===== src/rtl/fsmprob_driver.sv =====
// Initiator-side driver for the four-state i/j Moore controller: walks it to requested targets and checks x/y against a shadow copy.
// Optional build macro FSMDRV_RESYNC_EN: reload the shadow from an unambiguous x/y instead of faulting.
module fsmprob_driver #(
    parameter int MAX_STEPS = 4
) (
    input  logic       clk,
    input  logic       rstN,
    input  logic       req_valid,
    input  logic [1:0] req_target,
    output logic       req_ready,
    output logic       done,
    output logic       i,
    output logic       j,
    input  logic       x,
    input  logic       y,
    output logic       err,
    output logic [1:0] shadow
);

    localparam int STEP_W = $clog2(MAX_STEPS + 1);

    localparam logic [1:0] ST_A = 2'b00;
    localparam logic [1:0] ST_B = 2'b01;
    localparam logic [1:0] ST_C = 2'b10;
    localparam logic [1:0] ST_D = 2'b11;

    localparam logic [1:0] DRV_IDLE  = 2'b00;
    localparam logic [1:0] DRV_RUN   = 2'b01;
    localparam logic [1:0] DRV_FAULT = 2'b10;

    function automatic logic [1:0] expected_xy(input logic [1:0] st);
        case (st)
            ST_A:    expected_xy = 2'b11;
            ST_B:    expected_xy = 2'b01;
            ST_C:    expected_xy = 2'b10;
            default: expected_xy = 2'b10;
        endcase
    endfunction

    function automatic logic [1:0] next_shadow(input logic [1:0] st, input logic [1:0] ij);
        case (st)
            ST_A:    next_shadow = ij[1] ? ST_B : ST_A;
            ST_B:    next_shadow = ij[0] ? ST_C : ST_D;
            ST_C:    next_shadow = ij[1] ? ST_B : (ij[0] ? ST_C : ST_D);
            default: next_shadow = ij[1] ? ST_D : (ij[0] ? ST_C : ST_A);
        endcase
    endfunction

    // B has no self-loop, so its hold drive deliberately moves on to C.
    function automatic logic [1:0] hold_drive(input logic [1:0] st);
        case (st)
            ST_A:    hold_drive = 2'b00;
            ST_B:    hold_drive = 2'b01;
            ST_C:    hold_drive = 2'b01;
            default: hold_drive = 2'b10;
        endcase
    endfunction

    function automatic logic [1:0] route_drive(input logic [1:0] tgt, input logic [1:0] st);
        case (tgt)
            ST_A:    route_drive = 2'b00;
            ST_B:    route_drive = (st == ST_D) ? 2'b01 : 2'b10;
            ST_C:    route_drive = (st == ST_A) ? 2'b10 : 2'b01;
            default: route_drive = (st == ST_A) ? 2'b10 : 2'b00;
        endcase
    endfunction

    logic [1:0]        drv_q, drv_d;
    logic [1:0]        shadow_q, shadow_d;
    logic [1:0]        target_q, target_d;
    logic [STEP_W-1:0] step_q, step_d;
    logic              err_q, err_d;
    logic [1:0]        drive_s;
    logic              done_s;
    logic              diverge_s;

    assign diverge_s = ({x, y} != expected_xy(shadow_q));

    // Next-state, drive and divergence handling.
    always_comb begin
        drive_s  = 2'b00;
        done_s   = 1'b0;
        drv_d    = drv_q;
        target_d = target_q;
        step_d   = step_q;
        err_d    = err_q;
        case (drv_q)
            DRV_IDLE: begin
                drive_s = hold_drive(shadow_q);
                if (req_valid) begin
                    drv_d    = DRV_RUN;
                    target_d = req_target;
                    step_d   = {STEP_W{1'b0}};
                end else begin
                    drv_d    = DRV_IDLE;
                end
            end
            DRV_RUN: begin
                if (shadow_q == target_q) begin
                    done_s  = 1'b1;
                    drive_s = hold_drive(shadow_q);
                    drv_d   = DRV_IDLE;
                end else if (step_q >= STEP_W'(MAX_STEPS)) begin
                    drv_d   = DRV_FAULT;
                    err_d   = 1'b1;
                end else begin
                    drive_s = route_drive(target_q, shadow_q);
                    step_d  = step_q + {{(STEP_W-1){1'b0}}, 1'b1};
                end
            end
            DRV_FAULT: begin
                drv_d = DRV_FAULT;
            end
            default: begin
                drv_d = DRV_FAULT;
                err_d = 1'b1;
            end
        endcase

        shadow_d = next_shadow(shadow_q, drive_s);

        if (diverge_s && (drv_q != DRV_FAULT)) begin
            err_d = 1'b1;
`ifdef FSMDRV_RESYNC_EN
            if ({x, y} == 2'b11) begin
                shadow_d = ST_A;
            end else if ({x, y} == 2'b01) begin
                shadow_d = ST_B;
            end else begin
                drv_d = DRV_FAULT;
            end
`else
            drv_d = DRV_FAULT;
`endif
        end else begin
            err_d = err_d;
        end
    end

    // State registers with synchronous active-low reset.
    always_ff @(posedge clk) begin
        if (!rstN) begin
            drv_q    <= DRV_IDLE;
            shadow_q <= ST_A;
            target_q <= ST_A;
            step_q   <= {STEP_W{1'b0}};
            err_q    <= 1'b0;
        end else begin
            drv_q    <= drv_d;
            shadow_q <= shadow_d;
            target_q <= target_d;
            step_q   <= step_d;
            err_q    <= err_d;
        end
    end

    assign req_ready = (drv_q == DRV_IDLE);
    assign done      = done_s;
    assign i         = drive_s[1];
    assign j         = drive_s[0];
    assign err       = err_q;
    assign shadow    = shadow_q;

endmodule


===== config.mk =====
export PLATFORM = sky130hd
export DESIGN_NAME = fsmprob_driver
export DESIGN_NICKNAME = d
export VERILOG_FILES = /design/src/rtl/fsmprob_driver.sv
export SDC_FILE = /design/constraint.sdc
export NUM_CORES = 1
export LEC_CHECK = 0
export BUFFER_PORTS_ARGS = -buffer_cell sky130_fd_sc_hd__buf_2
export CORE_MARGIN = 3
export CORE_UTILIZATION = 30
export DETAILED_ROUTE_END_ITERATION = 8
export GPL_TIMING_DRIVEN = 1
export SYNTH_ARGS = -nofsm -noshare
export SYNTH_HDL_FRONTEND = slang
export SYNTH_SLANG_ARGS = --single-unit

===== constraint.sdc =====
create_clock -name clk -period 1.6 [get_ports clk]
set_clock_uncertainty 0.2 [all_clocks]
set_input_delay 0 -clock clk [delete_from_list [all_inputs] [get_ports clk]]
set_output_delay 0 -clock clk [all_outputs]
set_load 0.01 [all_outputs]

==> run_summary.xml <==
<?xml version="1.0" encoding="UTF-8"?>
<metrics>
  <group name="synthesis">
    <metric name="synth.area.top_cells" unit="">dfxtp_1, ha_1, a21oi_1</metric>
    <metric name="synth_top_cells_by_count" unit="">dfxtp_1, ha_1, nand2_1</metric>
    <metric name="synth_seq_cells" unit="">10</metric>
    <metric name="synth_area_leader_cell" unit="">dfxtp_1</metric>
    <metric name="synth_adder_area_share" unit="%">13.11</metric>
    <metric name="yosysWarnings" unit="">0</metric>
    <metric name="synth_sequential_area_ratio" unit="%">26.23</metric>
    <metric name="synth_most_common_cell" unit="">dfxtp_1</metric>
    <metric name="postSynthCellCount" unit="">92</metric>
    <metric name="synth-compound-area-share" unit="%">23.44</metric>
    <metric name="synthXorXnorAreaFrac" unit="%">5.738</metric>
    <metric name="synth_top_family_by_area" unit="">simple AND/OR/NAND/NOR gates</metric>
    <metric name="ys_types" unit="">31</metric>
    <metric name="synth-async-reset-ratio" unit="%">0</metric>
    <metric name="synth_area" unit="µm²">763.2</metric>
    <metric name="synthesis.nets" unit="">107</metric>
    <metric name="synth.area.mux_share" unit="%">1.311</metric>
    <metric name="post_synth_and_or_nand_nor_area_fraction" unit="%">23.61</metric>
    <metric name="synth_top_area_share" unit="%">26.23</metric>
    <metric name="postSynth.topFlopCell" unit="">dfxtp_1</metric>
    <metric name="synth_edf_count" unit="">0</metric>
    <metric name="syn_avg_cell_area" unit="µm²">8.296</metric>
  </group>
  <group name="route">
    <metric name="wl_met2" unit="µm">1017</metric>
    <metric name="wl_met3" unit="µm">37</metric>
    <metric name="met1_layer_wirelength_in_the_final_routing" unit="µm">1077</metric>
    <metric name="avgRoutedWirePerCell" unit="µm">13.13</metric>
    <metric name="drtPass1Iterations" unit="">4</metric>
    <metric name="highest_signal_layer_in_the_routed_design" unit="">met4</metric>
    <metric name="vias" unit="">803</metric>
    <metric name="vias_per_cell" unit="">4.896</metric>
    <metric name="wl" unit="µm">2153</metric>
    <metric name="route.antenna.remaining_nets" unit="">0</metric>
    <metric name="detailedRoute.firstIterationViolations" unit="">19</metric>
    <metric name="detail_route.drc_violations" unit="">0</metric>
  </group>
  <group name="power">
    <metric name="p_leak" unit="nW">0.5673</metric>
    <metric name="maximum_resistive_drop_on_vdd" unit="mV">0.8456</metric>
    <metric name="power-per-cell-area" unit="nW/µm²">1321</metric>
  </group>
  <group name="clocking">
    <metric name="clock_insertion_delay_at_the_later_pin_of_the_skew_report" unit="ps">260</metric>
    <metric name="clock_tree.buffer_depth" unit="">2</metric>
    <metric name="clock-sinks" unit="">10</metric>
    <metric name="clockRootBuffer" unit="">clkbuf_4</metric>
    <metric name="tritoncts_clock_tree" unit="">built</metric>
    <metric name="clk_transition_reported_paths" unit="ps">70</metric>
    <metric name="htree_num_levels" unit="">1</metric>
    <metric name="numCtsBuffers" unit="">3</metric>
  </group>
  <group name="sta">
    <metric name="timing.final.crit_period" unit="ps">1901</metric>
    <metric name="fin_ws" unit="ps">-301.1</metric>
    <metric name="timing.slew.headroom" unit="%">81.71</metric>
    <metric name="final-max-slew-violation-count" unit="">0</metric>
    <metric name="finalHoldViolCount" unit="">0</metric>
    <metric name="fmax" unit="MHz">526.0</metric>
    <metric name="max_slew.worst_pin.slew" unit="ps">272.5</metric>
    <metric name="rsz_0062_raised_after_global_routing" unit="">yes</metric>
    <metric name="timing.final.crit_share" unit="%">118.8</metric>
    <metric name="report.final.setup_viol" unit="">8</metric>
  </group>
  <group name="status">
    <metric name="failed_checks" unit="">negative setup slack</metric>
    <metric name="status" unit="">finished with violations</metric>
  </group>
  <group name="worst_setup_path">
    <metric name="timing_worst_setup_path_type" unit="">register to output pin</metric>
    <metric name="crit_start" unit="">shadow[1]</metric>
    <metric name="worst_setup_path_end_kind" unit="">output pin</metric>
    <metric name="worstPathArrival" unit="ps">1700</metric>
    <metric name="rr_startpoint" unit="">shadow[1]</metric>
    <metric name="crit_path_end" unit="">i</metric>
    <metric name="critPathLaunchType" unit="">register</metric>
    <metric name="crit-reg2reg-capture" unit="">shadow[1]</metric>
    <metric name="r2r_setup_slack" unit="ps">-280</metric>
    <metric name="required" unit="ps">1400</metric>
    <metric name="cp_max_fo" unit="">5</metric>
    <metric name="r2r.worst_path.cells" unit="">7</metric>
  </group>
  <group name="global_route">
    <metric name="maximum_number_of_pins_on_one_net_before_global_route_repair" unit="">9</metric>
    <metric name="sum_of_overflow_across_all_layers_after_global_routing" unit="">0</metric>
    <metric name="global_route.usage.total" unit="%">12.84</metric>
    <metric name="number_of_antenna_violations_at_the_first_check_in_global_routing" unit="">0</metric>
    <metric name="grt_pass1_wl" unit="µm">3318</metric>
    <metric name="number_of_global_route_vias_before_repair" unit="">754</metric>
  </group>
  <group name="run">
    <metric name="max-cap-violations" unit="">0</metric>
  </group>
  <group name="cells_and_area">
    <metric name="multiInputGateArea" unit="µm²">618.1</metric>
    <metric name="diodes" unit="">0</metric>
    <metric name="area_growth_syn_to_layout" unit="%">61.80</metric>
    <metric name="final_cell_area" unit="µm²">1235</metric>
    <metric name="filler_cell_count_in_the_final_layout" unit="">211</metric>
    <metric name="drive_gt1_share" unit="%">50.00</metric>
    <metric name="seqCellArea" unit="µm²">209.0</metric>
    <metric name="nets" unit="">152</metric>
  </group>
  <group name="floorplan">
    <metric name="std_cell_rows" unit="">17</metric>
    <metric name="initial_core_util" unit="%">32.92</metric>
    <metric name="fp.dieArea" unit="µm²">3185</metric>
    <metric name="placeableCoreArea" unit="µm²">2318</metric>
    <metric name="die_height" unit="µm">56.44</metric>
    <metric name="boundaryPins" unit="">14</metric>
    <metric name="floorplan.die.width" unit="µm">56.44</metric>
  </group>
  <group name="min_path">
    <metric name="worstHoldPathType" unit="">input port to register</metric>
    <metric name="min_from" unit="">y</metric>
  </group>
  <group name="place">
    <metric name="buffer_ports.inserted" unit="">13</metric>
    <metric name="place_area" unit="µm²">952.2</metric>
    <metric name="dpl_worst_slack" unit="ps">-208.1</metric>
    <metric name="place_hpwl" unit="µm">1470</metric>
    <metric name="place_congestion" unit="">0.9250</metric>
  </group>
</metrics>
-- flip-flops by register name, indices dropped and copies added (netlist names) --
name and count:
step_q 3, err 1, shadow 2, target_q 2, drv_q 2
-- final cells by class --
type | instances | area share [%]
clock buffers | 4 | 2.938
multi-input cells | 72 | 50.05
flip-flops and latches | 10 | 16.92
repair buffers | 43 | 25.13
inverters | 7 | 2.128
well taps | 28 | 2.837
-- repair_timing --
| action | CTS | global route |
|---|---|---|
| hold buffers | 5 | 0 |
| pin swaps | 9 | 7 |
| buffers inserted | 10 | 4 |
| hold endpoints to repair | 10 | 0 |
| gates cloned | 0 | 0 |
| gates resized for setup | 12 | 10 |
| endpoints found under the setup margin | 8 | 10 |
-- cells by family (layout without fill, tap and decap cells) --
family / count (synthesis) / count (layout)
AO/OA/AOI/OAI: 25 / 25
XOR/XNOR: 5 / 5
adder cells (fa/ha/maj): 8 / 8
flip-flops: 10 / 10
buffers and inverters: 10 / 54
multiplexers: 1 / 1
AND/OR/NAND/NOR: 33 / 33
-- routing by layer --
layer / vias to the layer above / track usage, %
met5: - / 0
met4: 0 / 5.085
met3: 2 / 2.299
met2: 11 / 20.46
met1: 376 / 16.94
li1: 414 / -
-- worst min-delay path by stage --
stage | endpoint | slack (ps) | cells past startpoint
floorplan | step_q[1] | -80 | 1
global placement | target_q[1] | 60 | 3
detailed placement | target_q[1] | 60 | 3
CTS | drv_q[1] | 50 | 5
global route | drv_q[1] | 110 | 6
finish | err | 80 | 5
-- through the flow --
stage	hold slack [ps]	cells	TNS [ps]	util, %	power (mW)
global placement	57.05	142	-319.4	41.07	1.037
detailed placement	64.58	142	-497.9	41.07	1.046
global route	106.5	164	-1926	53.26	1.724
floorplan	-82.55	92	-36.54	-	0.7917
CTS	52.24	161	-1243	49.97	1.497
finish	78.74	164	-1384	53.26	1.631
-- cells in the final DEF, fill, tap and decap left out, types with 3 or more instances in the layout --
cell	n
clkbuf_4	3
nor3b_2	3
dlygate4sd3_1	5
dfxtp_1	7
nand2_1	7
inv_1	7
nor2_1	6
a21oi_1	6
o21a_1	3
nand3_1	5
buf_2	13
and3_1	3
ha_1	5
o21ai_1	3
buf_4	23
-- worst max-delay path, stage by stage, from the launching register on --
cell,delay [ps]
dfxtp_4,370
ha_4,160
or3b_4,410
a21oi_4,160
nand3_2,90
a21oi_2,110
buf_2,130
-- where the power goes --
| group | internal (mW) | switching, mW | total [mW] |
|---|---|---|---|
| clock network | 0.138 | 0.0925 | 0.231 |
| registers | 0.304 | 0.0583 | 0.363 |
| logic | 0.543 | 0.495 | 1.04 |
(Power assumes the default switching activity.)
